==> config.mk <==
export PLATFORM = sky130hd
export DESIGN_NAME = serial_frame_loader_4_bit
export DESIGN_NICKNAME = d
export VERILOG_FILES = /design/src/rtl/serial_frame_loader_4_bit.sv
export SDC_FILE = /design/constraint.sdc
export NUM_CORES = 1
export LEC_CHECK = 0
export CAP_MARGIN = 5
export CORE_MARGIN = 2
export CORE_UTILIZATION = 42
export CTS_CLUSTER_DIAMETER = 150
export DETAILED_ROUTE_END_ITERATION = 8
export PLACE_DENSITY = 0.67
export SKIP_LAST_GASP = 1
export SYNTH_ARGS = -nofsm -noshare
export SYNTH_HDL_FRONTEND = slang
export SYNTH_SLANG_ARGS = --single-unit
==> constraint.sdc <==
create_clock -name Clk_In -period 4.2 [get_ports Clk_In]
set_input_delay 1.26 -clock Clk_In [delete_from_list [all_inputs] [get_ports Clk_In]]
set_output_delay 1.26 -clock Clk_In [all_outputs]
set_load 0.02 [all_outputs]
==> src/rtl/serial_frame_loader_4_bit.sv <==
// serial_frame_loader_4_bit
// Assembles a framed serial bitstream into a DATA_WIDTH-bit word and presents
// it with a load strobe for a downstream parallel-in/parallel-out register.
// The word is held until Word_Ready_In; serial data arriving while a word is
// pending sets a sticky overrun flag.
//
// Optional feature: define SERIAL_FRAME_LOADER_PARITY_CHECK_EN to expect one
// even-parity bit after the data bits. On mismatch the word is dropped and
// Parity_Error_Out pulses for one cycle. Without the macro Parity_Error_Out
// is tied to 0 and the port list is unchanged.
//
// Ports:
//   Clk_In               clock, rising edge
//   Reset_In             synchronous active-high reset
//   Enable_In            1 = advance, 0 = freeze all state and outputs
//   Frame_Start_In       arm / restart a frame
//   Serial_Data_In       serial bit
//   Serial_Valid_In      qualifies Serial_Data_In
//   Word_Ready_In        downstream accepts the pending word
//   Parallel_Data_Out    last completed word
//   Load_Data_Signal_Out word pending (PIPO load)
//   Busy_Out             state != IDLE
//   Overrun_Error_Out    sticky overrun flag
//   Parity_Error_Out     one-cycle parity error pulse
module serial_frame_loader_4_bit #(
  parameter int unsigned DATA_WIDTH = 4,
  parameter bit          MSB_FIRST  = 1'b1
) (
  input  logic                  Clk_In,
  input  logic                  Reset_In,
  input  logic                  Enable_In,
  input  logic                  Frame_Start_In,
  input  logic                  Serial_Data_In,
  input  logic                  Serial_Valid_In,
  input  logic                  Word_Ready_In,
  output logic [DATA_WIDTH-1:0] Parallel_Data_Out,
  output logic                  Load_Data_Signal_Out,
  output logic                  Busy_Out,
  output logic                  Overrun_Error_Out,
  output logic                  Parity_Error_Out
);

  localparam int unsigned CNT_W = $clog2(DATA_WIDTH + 1);
  localparam logic [CNT_W-1:0] LAST_BIT = CNT_W'(DATA_WIDTH - 1);

  typedef enum logic [1:0] {
    IDLE   = 2'd0,
    SHIFT  = 2'd1,
`ifdef SERIAL_FRAME_LOADER_PARITY_CHECK_EN
    PARITY = 2'd2,
`endif
    HOLD   = 2'd3
  } state_t;

  state_t                state;
  logic [CNT_W-1:0]      bit_cnt;
  logic [DATA_WIDTH-1:0] shift_reg;
  logic [DATA_WIDTH-1:0] shift_next_c;

  // Shift register contents after capturing the current serial bit.
  always_comb begin
    shift_next_c = shift_reg;
    if (MSB_FIRST) begin
      shift_next_c = {shift_reg[DATA_WIDTH-2:0], Serial_Data_In};
    end else begin
      shift_next_c = {Serial_Data_In, shift_reg[DATA_WIDTH-1:1]};
    end
  end

`ifdef SERIAL_FRAME_LOADER_PARITY_CHECK_EN
  logic parity_err_q;
  assign Parity_Error_Out = parity_err_q;
`else
  assign Parity_Error_Out = 1'b0;
`endif

  // Frame state machine with registered outputs.
  always_ff @(posedge Clk_In) begin
    if (Reset_In) begin
      state                <= IDLE;
      bit_cnt              <= '0;
      shift_reg            <= '0;
      Parallel_Data_Out    <= '0;
      Load_Data_Signal_Out <= 1'b0;
      Busy_Out             <= 1'b0;
      Overrun_Error_Out    <= 1'b0;
`ifdef SERIAL_FRAME_LOADER_PARITY_CHECK_EN
      parity_err_q         <= 1'b0;
`endif
    end else if (Enable_In) begin
`ifdef SERIAL_FRAME_LOADER_PARITY_CHECK_EN
      parity_err_q <= 1'b0;
`endif
      case (state)
        IDLE: begin
          if (Frame_Start_In) begin
            state     <= SHIFT;
            bit_cnt   <= '0;
            shift_reg <= '0;
            Busy_Out  <= 1'b1;
          end
        end

        SHIFT: begin
          // A restart wins over a coincident valid bit.
          if (Frame_Start_In) begin
            bit_cnt   <= '0;
            shift_reg <= '0;
          end else if (Serial_Valid_In) begin
            shift_reg <= shift_next_c;
            bit_cnt   <= bit_cnt + CNT_W'(1);
            if (bit_cnt == LAST_BIT) begin
`ifdef SERIAL_FRAME_LOADER_PARITY_CHECK_EN
              state <= PARITY;
`else
              state                <= HOLD;
              Parallel_Data_Out    <= shift_next_c;
              Load_Data_Signal_Out <= 1'b1;
`endif
            end
          end
        end

`ifdef SERIAL_FRAME_LOADER_PARITY_CHECK_EN
        PARITY: begin
          if (Frame_Start_In) begin
            state     <= SHIFT;
            bit_cnt   <= '0;
            shift_reg <= '0;
          end else if (Serial_Valid_In) begin
            // Even parity: data bits plus parity bit must XOR to zero.
            if ((^shift_reg) == Serial_Data_In) begin
              state                <= HOLD;
              Parallel_Data_Out    <= shift_reg;
              Load_Data_Signal_Out <= 1'b1;
            end else begin
              state        <= IDLE;
              Busy_Out     <= 1'b0;
              parity_err_q <= 1'b1;
            end
          end
        end
`endif

        HOLD: begin
          // Bits arriving while a word is pending are dropped.
          if (Serial_Valid_In) begin
            Overrun_Error_Out <= 1'b1;
          end
          if (Word_Ready_In) begin
            state                <= IDLE;
            Load_Data_Signal_Out <= 1'b0;
            Busy_Out             <= 1'b0;
          end
        end

        default: begin
          state                <= IDLE;
          Load_Data_Signal_Out <= 1'b0;
          Busy_Out             <= 1'b0;
        end
      endcase
    end
  end

endmodule

==> impl_metrics.tcl, run 1 <==
set metrics [dict create \
    outcome "complete, no violations" \
    yosys.area_share.adder_pct 3.36 \
    synth_ff_type "dfxtp_1" \
    n_fill_cell 163 \
    use_met3_pct 3.53 \
    wl_per_cell_um 12.5 \
    port_buffers 13 \
    clockRootBuffer "clkbuf_4" \
    syn_avg_cell_area_um2 9.19 \
    drtIter0Drc 17 \
    startpoint_type "primary input" \
    clockBufferDepth 2 \
    drv_slew 0 \
    power_w 0.000262 \
    slew_headroom_pct 61.2 \
    synth_top_family_by_area "simple AND/OR/NAND/NOR gates" \
    clock-sinks 15 \
    r2r_slack_ps 2760 \
    layout_min_cycle_time_ps 2500 \
    ys.warnings.count 0 \
    post-cts-setup-buffers 0 \
    largest_reg_flops 4 \
    first_pass_iters 4 \
    cts-htree-levels 1 \
    area.growth.synth_to_final_pct 18.2 \
    wl_um 1350 \
    irDropWorstVdd_v 0.000180 \
    placed_area_um2 852 \
    reg2reg_from "bit_cnt[0]" \
    drive_gt1_share_pct 8.79 \
    worstPathArrival_ps 2710 \
    antenna_cells 0 \
    io_pins 15 \
    hp-start "Load_Data_Signal_Out" \
    fmax_mhz 400 \
    hold_path.class "reg -> reg" \
    whs_ps 473 \
    cts_buffers 3 \
    ant_nets 0 \
    via_count 602 \
    post_cts_resized 0 \
    die_w_um 46.1 \
    grt_use_total_pct 14.2 \
    crit_path_end_kind "register" \
    fin_setup_tns_ps 0 \
    initial_core_util_pct 44.1 \
    synth-compound-area-share_pct 19.3 \
    fin_nets 101 \
    clock_latency_ps 280 \
    overflow 0 \
    gr-max-usage-layer "met2" \
    path_class "in -> reg" \
    holdPathStages 1 \
    async_reset_ff_share_pct 0 \
    reg2reg_depth 5 \
    grt_antenna_before_repair 0 \
    grt_pass1_vias 489 \
    syn_nets 90 \
    rsz0062_at_grt "false" \
    timing.max_cap.violations 0 \
    yosysSeqAreaShare_pct 40.3 \
    clock_skew_ps 1.41 \
    ctsHoldBuffers 0 \
    synth_xor_area_share_pct 0 \
    min_period_over_period_pct 59.5 \
    final_core_util_pct 52.1 \
    drt-vias-per-instance 5.57 \
    p_per_area_nw_per_um2 297 \
    synth.distinct_cells 30 \
    rows 15 \
    syn_area_um2 744 \
    core-area_um2 1690 \
    setup_violations 0 \
    fin_area_um2 880 \
    synth-edff-count 0 \
    power_leakage_nw 0.325 \
    gp_congestion 0.664 \
    netlist_instances 81 \
    required_ps 4410 \
    synth.mux.area_fraction_pct 5.38 \
    die_y_um 46.1 \
    cp_max_fo 10 \
    worst_slew_pin_slew_ps 581 \
    cts_tree "yes" \
    drc_errors 0 \
    final_cell_mix "dfxtp_1, clkdlybuf4s50_1, nand2b_1, a21oi_1" \
    die_area_um2 2130 \
    grt_max_degree 21 \
    crit_path_start "Enable_In" \
    clk_pin_slew_ps 90 \
    grtUsageMet2_pct 20.3 \
    grtUsageMet1_pct 19.8 \
    layout_commonest_cell "dfxtp_1" \
    hold_end "Load_Data_Signal_Out" \
    synth_simple_gate_area_share_pct 24.2 \
    grt_first_pass_wirelength_um 2140 \
    dp_hpwl_um 966 \
    timing.rr.end "Parallel_Data_Out[0]" \
    ys_seq_elements 15 \
    hold_viol 0 \
]
-- kinds of logic after synthesis --
group | Yosys count
fa+ha+maj | 2
buf+inv | 9
compound gates | 23
flops | 15
simple gates | 27
other cells | 1
mux | 4
-- power breakdown --
group / total [W] / internal [W] / leakage [nW] / switching (W)
registers: 0.000148 / 0.000145 / 0.121 / 0.00000315
logic: 0.0000311 / 0.0000143 / 0.186 / 0.0000168
clock network: 0.0000829 / 0.0000354 / 0.0177 / 0.0000475
total: 0.000262 / 0.000194 / 0.325 / 0.0000674
-- per-stage QoR --
stage                     setup slack, ps  cells
final                                1700    108
after global routing                 1620    108
after CTS                            1690    108
after detailed placement             1410    104
after global placement               1450    104
after floorplan                      2090     81
-- how the worst max path moves through the flow --
stage | endpoint | slack [ps] | cells past startpoint
6_report | shift_reg[2] | 1700 | 4
5_1_grt | shift_reg[1] | 1620 | 4
4_1_cts | Parallel_Data_Out[2] | 1690 | 1
3_5_place_dp | Parallel_Data_Out[3] | 1410 | 4
3_3_place_gp | shift_reg[2] | 1450 | 4
2_1_floorplan | Parallel_Data_Out[0] | 2090 | 5
-- worst max-delay path: stages --
cell             delay, ps
clkdlybuf4s50_1        690
nor2b_1                440
nand4_1                160
a21oi_1                170
-- cells in the mapped netlist (2+ instances only) --
master	n	area [um2]
dfxtp_1	15	300
mux2i_1	4	40.0
o21ai_0	5	25.0
nand2b_1	10	62.6
nand4_1	5	31.3
ha_1	2	25.0
buf_4	2	15.0
inv_1	2	7.51
nor2_1	4	15.0
clkbuf_1	2	7.51
o21ba_2	2	20.0
a21oi_1	9	45.0
buf_2	2	10.0
-- routing by layer --
metal	up-vias	wire length (um)	share of wire, %
li1	304	-	-
met1	287	686	51
met2	9	603	45
met3	2	42	3.1
met4	0	21	1.6
met5	-	0	0
-- final cells by class --
class                           count  area, um2  area share [%]
Clock inverter                      1       5.00           0.569
Inverter                            2       7.51           0.853
Multi-Input combinational cell     57        393            44.7
Sequential cell                    15        300            34.1
Timing Repair Buffer               13        130            14.8
Tap cell                           17       21.3            2.42
Clock buffer                        3       22.5            2.56
Note: power is estimated with default switching activity, not from simulation.
==> run 2: changes to the inputs <==
--- a/config.mk
+++ b/config.mk
@@ -10,7 +10,7 @@
 export CORE_UTILIZATION = 42
 export CTS_CLUSTER_DIAMETER = 150
 export DETAILED_ROUTE_END_ITERATION = 8
-export PLACE_DENSITY = 0.67
+export PLACE_DENSITY = 0.7
 export SKIP_LAST_GASP = 1
 export SYNTH_ARGS = -nofsm -noshare
 export SYNTH_HDL_FRONTEND = slang
==> constraint.sdc (replaced) <==
create_clock -name Clk_In -period 2.25 [get_ports Clk_In]
set_input_delay 0.675 -clock Clk_In [delete_from_list [all_inputs] [get_ports Clk_In]]
set_output_delay 0.675 -clock Clk_In [all_outputs]
set_load 0.02 [all_outputs]
==> impl_metrics.tcl, run 2 (same netlist as run 1, synthesis figures left out) <==
set metrics [dict create \
    layout_commonest_cell "dfxtp_1" \
    clock-sinks 15 \
    clock_latency_ps 290 \
    core-area_um2 1690 \
    rows 15 \
    die_area_um2 2130 \
    wl_um 1440 \
    grt_pass1_vias 522 \
    cp_max_fo 2 \
    outcome "complete, no violations" \
    final_cell_mix "dfxtp_1, clkdlybuf4s50_1, nand2b_1, a21oi_1" \
    fmax_mhz 521 \
    layout_min_cycle_time_ps 1920 \
    whs_ps 471 \
    post-cts-setup-buffers 0 \
    power.switching_w 0.000135 \
    timing.rr.end "Parallel_Data_Out[0]" \
    p_int_w 0.000365 \
    startpoint_type "register" \
    antenna_cells 0 \
    die_y_um 46.1 \
    cp_slowest_stage_delay_ps 600 \
    post_cts_resized 0 \
    clockBufferDepth 2 \
    path_class "reg -> out" \
    drv_slew 0 \
    hold_path.class "reg -> reg" \
    hp-start "shift_reg[2]" \
    dp.cells 106 \
    cts_buffers 3 \
    drt-vias-per-instance 5.60 \
    ctsHoldBuffers 0 \
    initial_core_util_pct 44.1 \
    drtIter0Drc 12 \
    ant_nets 0 \
    irDropWorstVdd_v 0.000311 \
    worstPathArrival_ps 1240 \
    min_period_over_period_pct 85.3 \
    via_count 616 \
    drive_gt1_share_pct 10.8 \
    clk_pin_slew_ps 100 \
    io_pins 15 \
    gp_congestion 0.740 \
    area.growth.synth_to_final_pct 20.2 \
    clockRootBuffer "clkbuf_4" \
    fin_setup_tns_ps 0 \
    first_pass_iters 4 \
    p_per_area_nw_per_um2 558 \
    hold_end "Parallel_Data_Out[3]" \
    r2r_slack_ps 790 \
    setup_violations 0 \
    crit_slowest_cell "clkdlybuf4s50_1" \
    final_cells 110 \
    holdPathStages 2 \
    switching_share_pct 26.9 \
    n_fill_cell 159 \
    crit_chain "clkdlybuf4s50_1" \
    reg2reg_from "bit_cnt[0]" \
    grt_max_degree 17 \
    overflow 0 \
    clock_skew_ps 2.69 \
    pwr-share-clk_pct 32.6 \
    power_leakage_nw 0.334 \
    port_buffers 13 \
    drc_errors 0 \
    reg2reg_depth 5 \
    cts_tree "yes" \
    cp_top_family "buffers and inverters" \
    crit_path_end_kind "primary output" \
    grt_first_pass_wirelength_um 2350 \
    fin_nets 103 \
    cts-htree-levels 1 \
    grt_use_total_pct 15.7 \
    timing.max_cap.violations 0 \
    grt_antenna_before_repair 0 \
    die_w_um 46.1 \
    largest_reg_flops 4 \
    rsz0062_at_grt "false" \
    final_core_util_pct 53.0 \
    power.share.sequential_pct 55.2 \
    wl_per_cell_um 13.0 \
    dp_hpwl_um 988 \
    path_buf_inv 1 \
    hold_viol 0 \
    combPwrFrac_pct 12.2 \
    required_ps 1570 \
]
## run 2: final cells by class
type,instances,area (um2),area share (%)
Inverter,2,7.51,0.839
Sequential cell,15,300,33.6
Multi-Input combinational cell,57,393,43.9
Tap cell,17,21.3,2.38
Clock buffer,3,22.5,2.52
Clock inverter,1,5.00,0.559
Timing Repair Buffer,15,145,16.2
## run 2: power groups by stage
stage | combinational [W] | sequential, W | clock (W)
after floorplan | 0.0000409 | 0.000280 | 0
after CTS | 0.0000610 | 0.000276 | 0.000166
after global routing | 0.0000663 | 0.000276 | 0.000171
after detailed placement | 0.0000607 | 0.000282 | 0
after global placement | 0.0000599 | 0.000282 | 0
final | 0.0000611 | 0.000276 | 0.000163
## run 2: stage by stage
stage | power, W | setup slack [ps] | area, um2
finish | 0.000500 | 332 | 895
global route | 0.000514 | 277 | 895
CTS | 0.000502 | 319 | 895
detailed placement | 0.000342 | 201 | 867
global placement | 0.000342 | 218 | 867
floorplan | 0.000321 | 727 | 744
## run 2: worst max path at each step
stage | cells after the start | slack (ps) | end | start
2_1_floorplan | 5 | 730 | Parallel_Data_Out[0] | Enable_In
3_3_place_gp | 4 | 220 | Parallel_Data_Out[0] | Serial_Valid_In
3_5_place_dp | 4 | 200 | Parallel_Data_Out[3] | Serial_Valid_In
4_1_cts | 1 | 320 | Parallel_Data_Out[0] | Parallel_Data_Out[0]
5_1_grt | 1 | 280 | Parallel_Data_Out[0] | Parallel_Data_Out[0]
6_report | 1 | 330 | Parallel_Data_Out[0] | Parallel_Data_Out[0]
## run 2: per-layer routing
metal	track usage (%)	vias up	part of all wire (%)
li1	-	310	-
met1	19.5	291	48
met2	24.2	11	47
met3	3.53	4	3.3
met4	10.3	0	1.7
met5	0	-	0
==> run 3: changes to the inputs <==
--- a/config.mk
+++ b/config.mk
@@ -7,10 +7,11 @@
 export LEC_CHECK = 0
 export CAP_MARGIN = 5
 export CORE_MARGIN = 2
-export CORE_UTILIZATION = 42
+export CORE_UTILIZATION = 44
 export CTS_CLUSTER_DIAMETER = 150
 export DETAILED_ROUTE_END_ITERATION = 8
-export PLACE_DENSITY = 0.7
+export GPL_TIMING_DRIVEN = 1
+export PLACE_DENSITY = 0.73
 export SKIP_LAST_GASP = 1
 export SYNTH_ARGS = -nofsm -noshare
 export SYNTH_HDL_FRONTEND = slang
==> impl_metrics.tcl, run 3 (same netlist as run 1, synthesis figures left out) <==
set metrics [dict create \
    outcome "complete, no violations" \
    antenna_cells 0 \
    gp_congestion 0.772 \
    cp_slowest_stage_delay_ps 600 \
    crit_slowest_cell "clkdlybuf4s50_1" \
    grt_antenna_before_repair 0 \
    switching_share_pct 25.6 \
    die_y_um 45.1 \
    io_pins 15 \
    combPwrFrac_pct 12.9 \
    hold_path.class "reg -> reg" \
    grt_max_degree 17 \
    p_int_w 0.000366 \
    post-cts-setup-buffers 0 \
    drc_errors 0 \
    placed_area_um2 873 \
    fin_nets 104 \
    clk_pin_slew_ps 90 \
    p_per_area_nw_per_um2 546 \
    drv_slew 0 \
    required_ps 1570 \
    ctsHoldBuffers 0 \
    cp_max_fo 2 \
    die_area_um2 2040 \
    startpoint_type "register" \
    layout_commonest_cell "dfxtp_1" \
    irDropWorstVdd_v 0.000345 \
    clock_skew_ps 7.34 \
    path_buf_inv 1 \
    drtIter0Drc 4 \
    dp.cells 106 \
    cts_tree "yes" \
    path_class "reg -> out" \
    min_period_over_period_pct 84.9 \
    crit_path_end_kind "primary output" \
    via_count 618 \
    hold_viol 0 \
    post_cts_resized 0 \
    rsz0062_at_grt "false" \
    n_fill_cell 132 \
    grt_first_pass_wirelength_um 2570 \
    overflow 0 \
    power_leakage_nw 0.339 \
    pwr-share-clk_pct 31.0 \
    layout_min_cycle_time_ps 1910 \
    finalWorstSetupSlack_ps 340 \
    die_w_um 45.1 \
    power.switching_w 0.000126 \
    fin_area_um2 901 \
    rows 14 \
    worstPathArrival_ps 1240 \
    setup_violations 0 \
    clock-sinks 15 \
    ant_nets 0 \
    r2r_slack_ps 790 \
    first_pass_iters 2 \
    drt-vias-per-instance 5.62 \
    drive_gt1_share_pct 11.7 \
    wl_um 1520 \
    largest_reg_flops 4 \
    cts_buffers 3 \
    wl_per_cell_um 13.8 \
    initial_core_util_pct 48.3 \
    grt_use_total_pct 17.7 \
    fin_setup_tns_ps 0 \
    power.share.sequential_pct 56.1 \
    crit_chain "clkdlybuf4s50_1" \
    core-area_um2 1540 \
    preCtsSetupSlack_ps 201 \
    clockRootBuffer "clkbuf_4" \
    final_core_util_pct 58.4 \
    grt_pass1_vias 585 \
    final_cell_mix "dfxtp_1, clkdlybuf4s50_1, nand2b_1, a21oi_1" \
    dp_hpwl_um 1060 \
    clock_latency_ps 280 \
    cts-htree-levels 1 \
    fmax_mhz 523 \
    cp_top_family "buffers and inverters" \
    final_cells 110 \
    timing.max_cap.violations 0 \
    port_buffers 13 \
    clockBufferDepth 2 \
    area.growth.synth_to_final_pct 21.0 \
]
==> run 3: changes by cell type in the layout (fill, tap and decap cells not counted), sizes merged <==
| cell | delta |
|---|---|
| buf | +1 |
==> run 3: per-layer routing <==
metal  up-vias  share of wire, %  global-route usage [%]
li1        313                 -                       -
met1       288                49                    23.2
met2        13                45                    24.9
met3         4               4.2                    6.40
met4         0               1.8                    10.0
met5         -                 0                       0
==> run 3: power by group through the flow <==
stage          clock (W)  sequential [W]  combinational (W)
2_1_floorplan          0        0.000280          0.0000409
3_3_place_gp           0        0.000282          0.0000609
6_report        0.000153        0.000276          0.0000634
5_1_grt         0.000171        0.000277          0.0000689
4_1_cts         0.000162        0.000276          0.0000629
3_5_place_dp           0        0.000282          0.0000626
==> run 3: worst paths after layout <==
kind,from,endpoint,cells past startpoint
min,shift_reg[2],Parallel_Data_Out[3],2
max,Parallel_Data_Out[3],Parallel_Data_Out[3],1
min reg2reg,shift_reg[2],Parallel_Data_Out[3],2
max reg2reg,bit_cnt[0],Parallel_Data_Out[0],5
==> run 3: area by class of cell <==
type / instances / area [um2] / area share, %
well taps: 16 / 20.0 / 2.22
clock buffers: 3 / 22.5 / 2.50
flip-flops and latches: 15 / 300 / 33.3
multi-input cells: 57 / 393 / 43.6
inverters: 2 / 7.51 / 0.833
repair buffers: 16 / 153 / 16.9
clock inverters: 1 / 5.00 / 0.556
==> run 3: metrics by stage <==
stage | hold WS [ps] | power [W]
5_1_grt | 498 | 0.000517
2_1_floorplan | 445 | 0.000321
4_1_cts | 468 | 0.000501
6_report | 459 | 0.000492
3_3_place_gp | 451 | 0.000342
3_5_place_dp | 459 | 0.000345
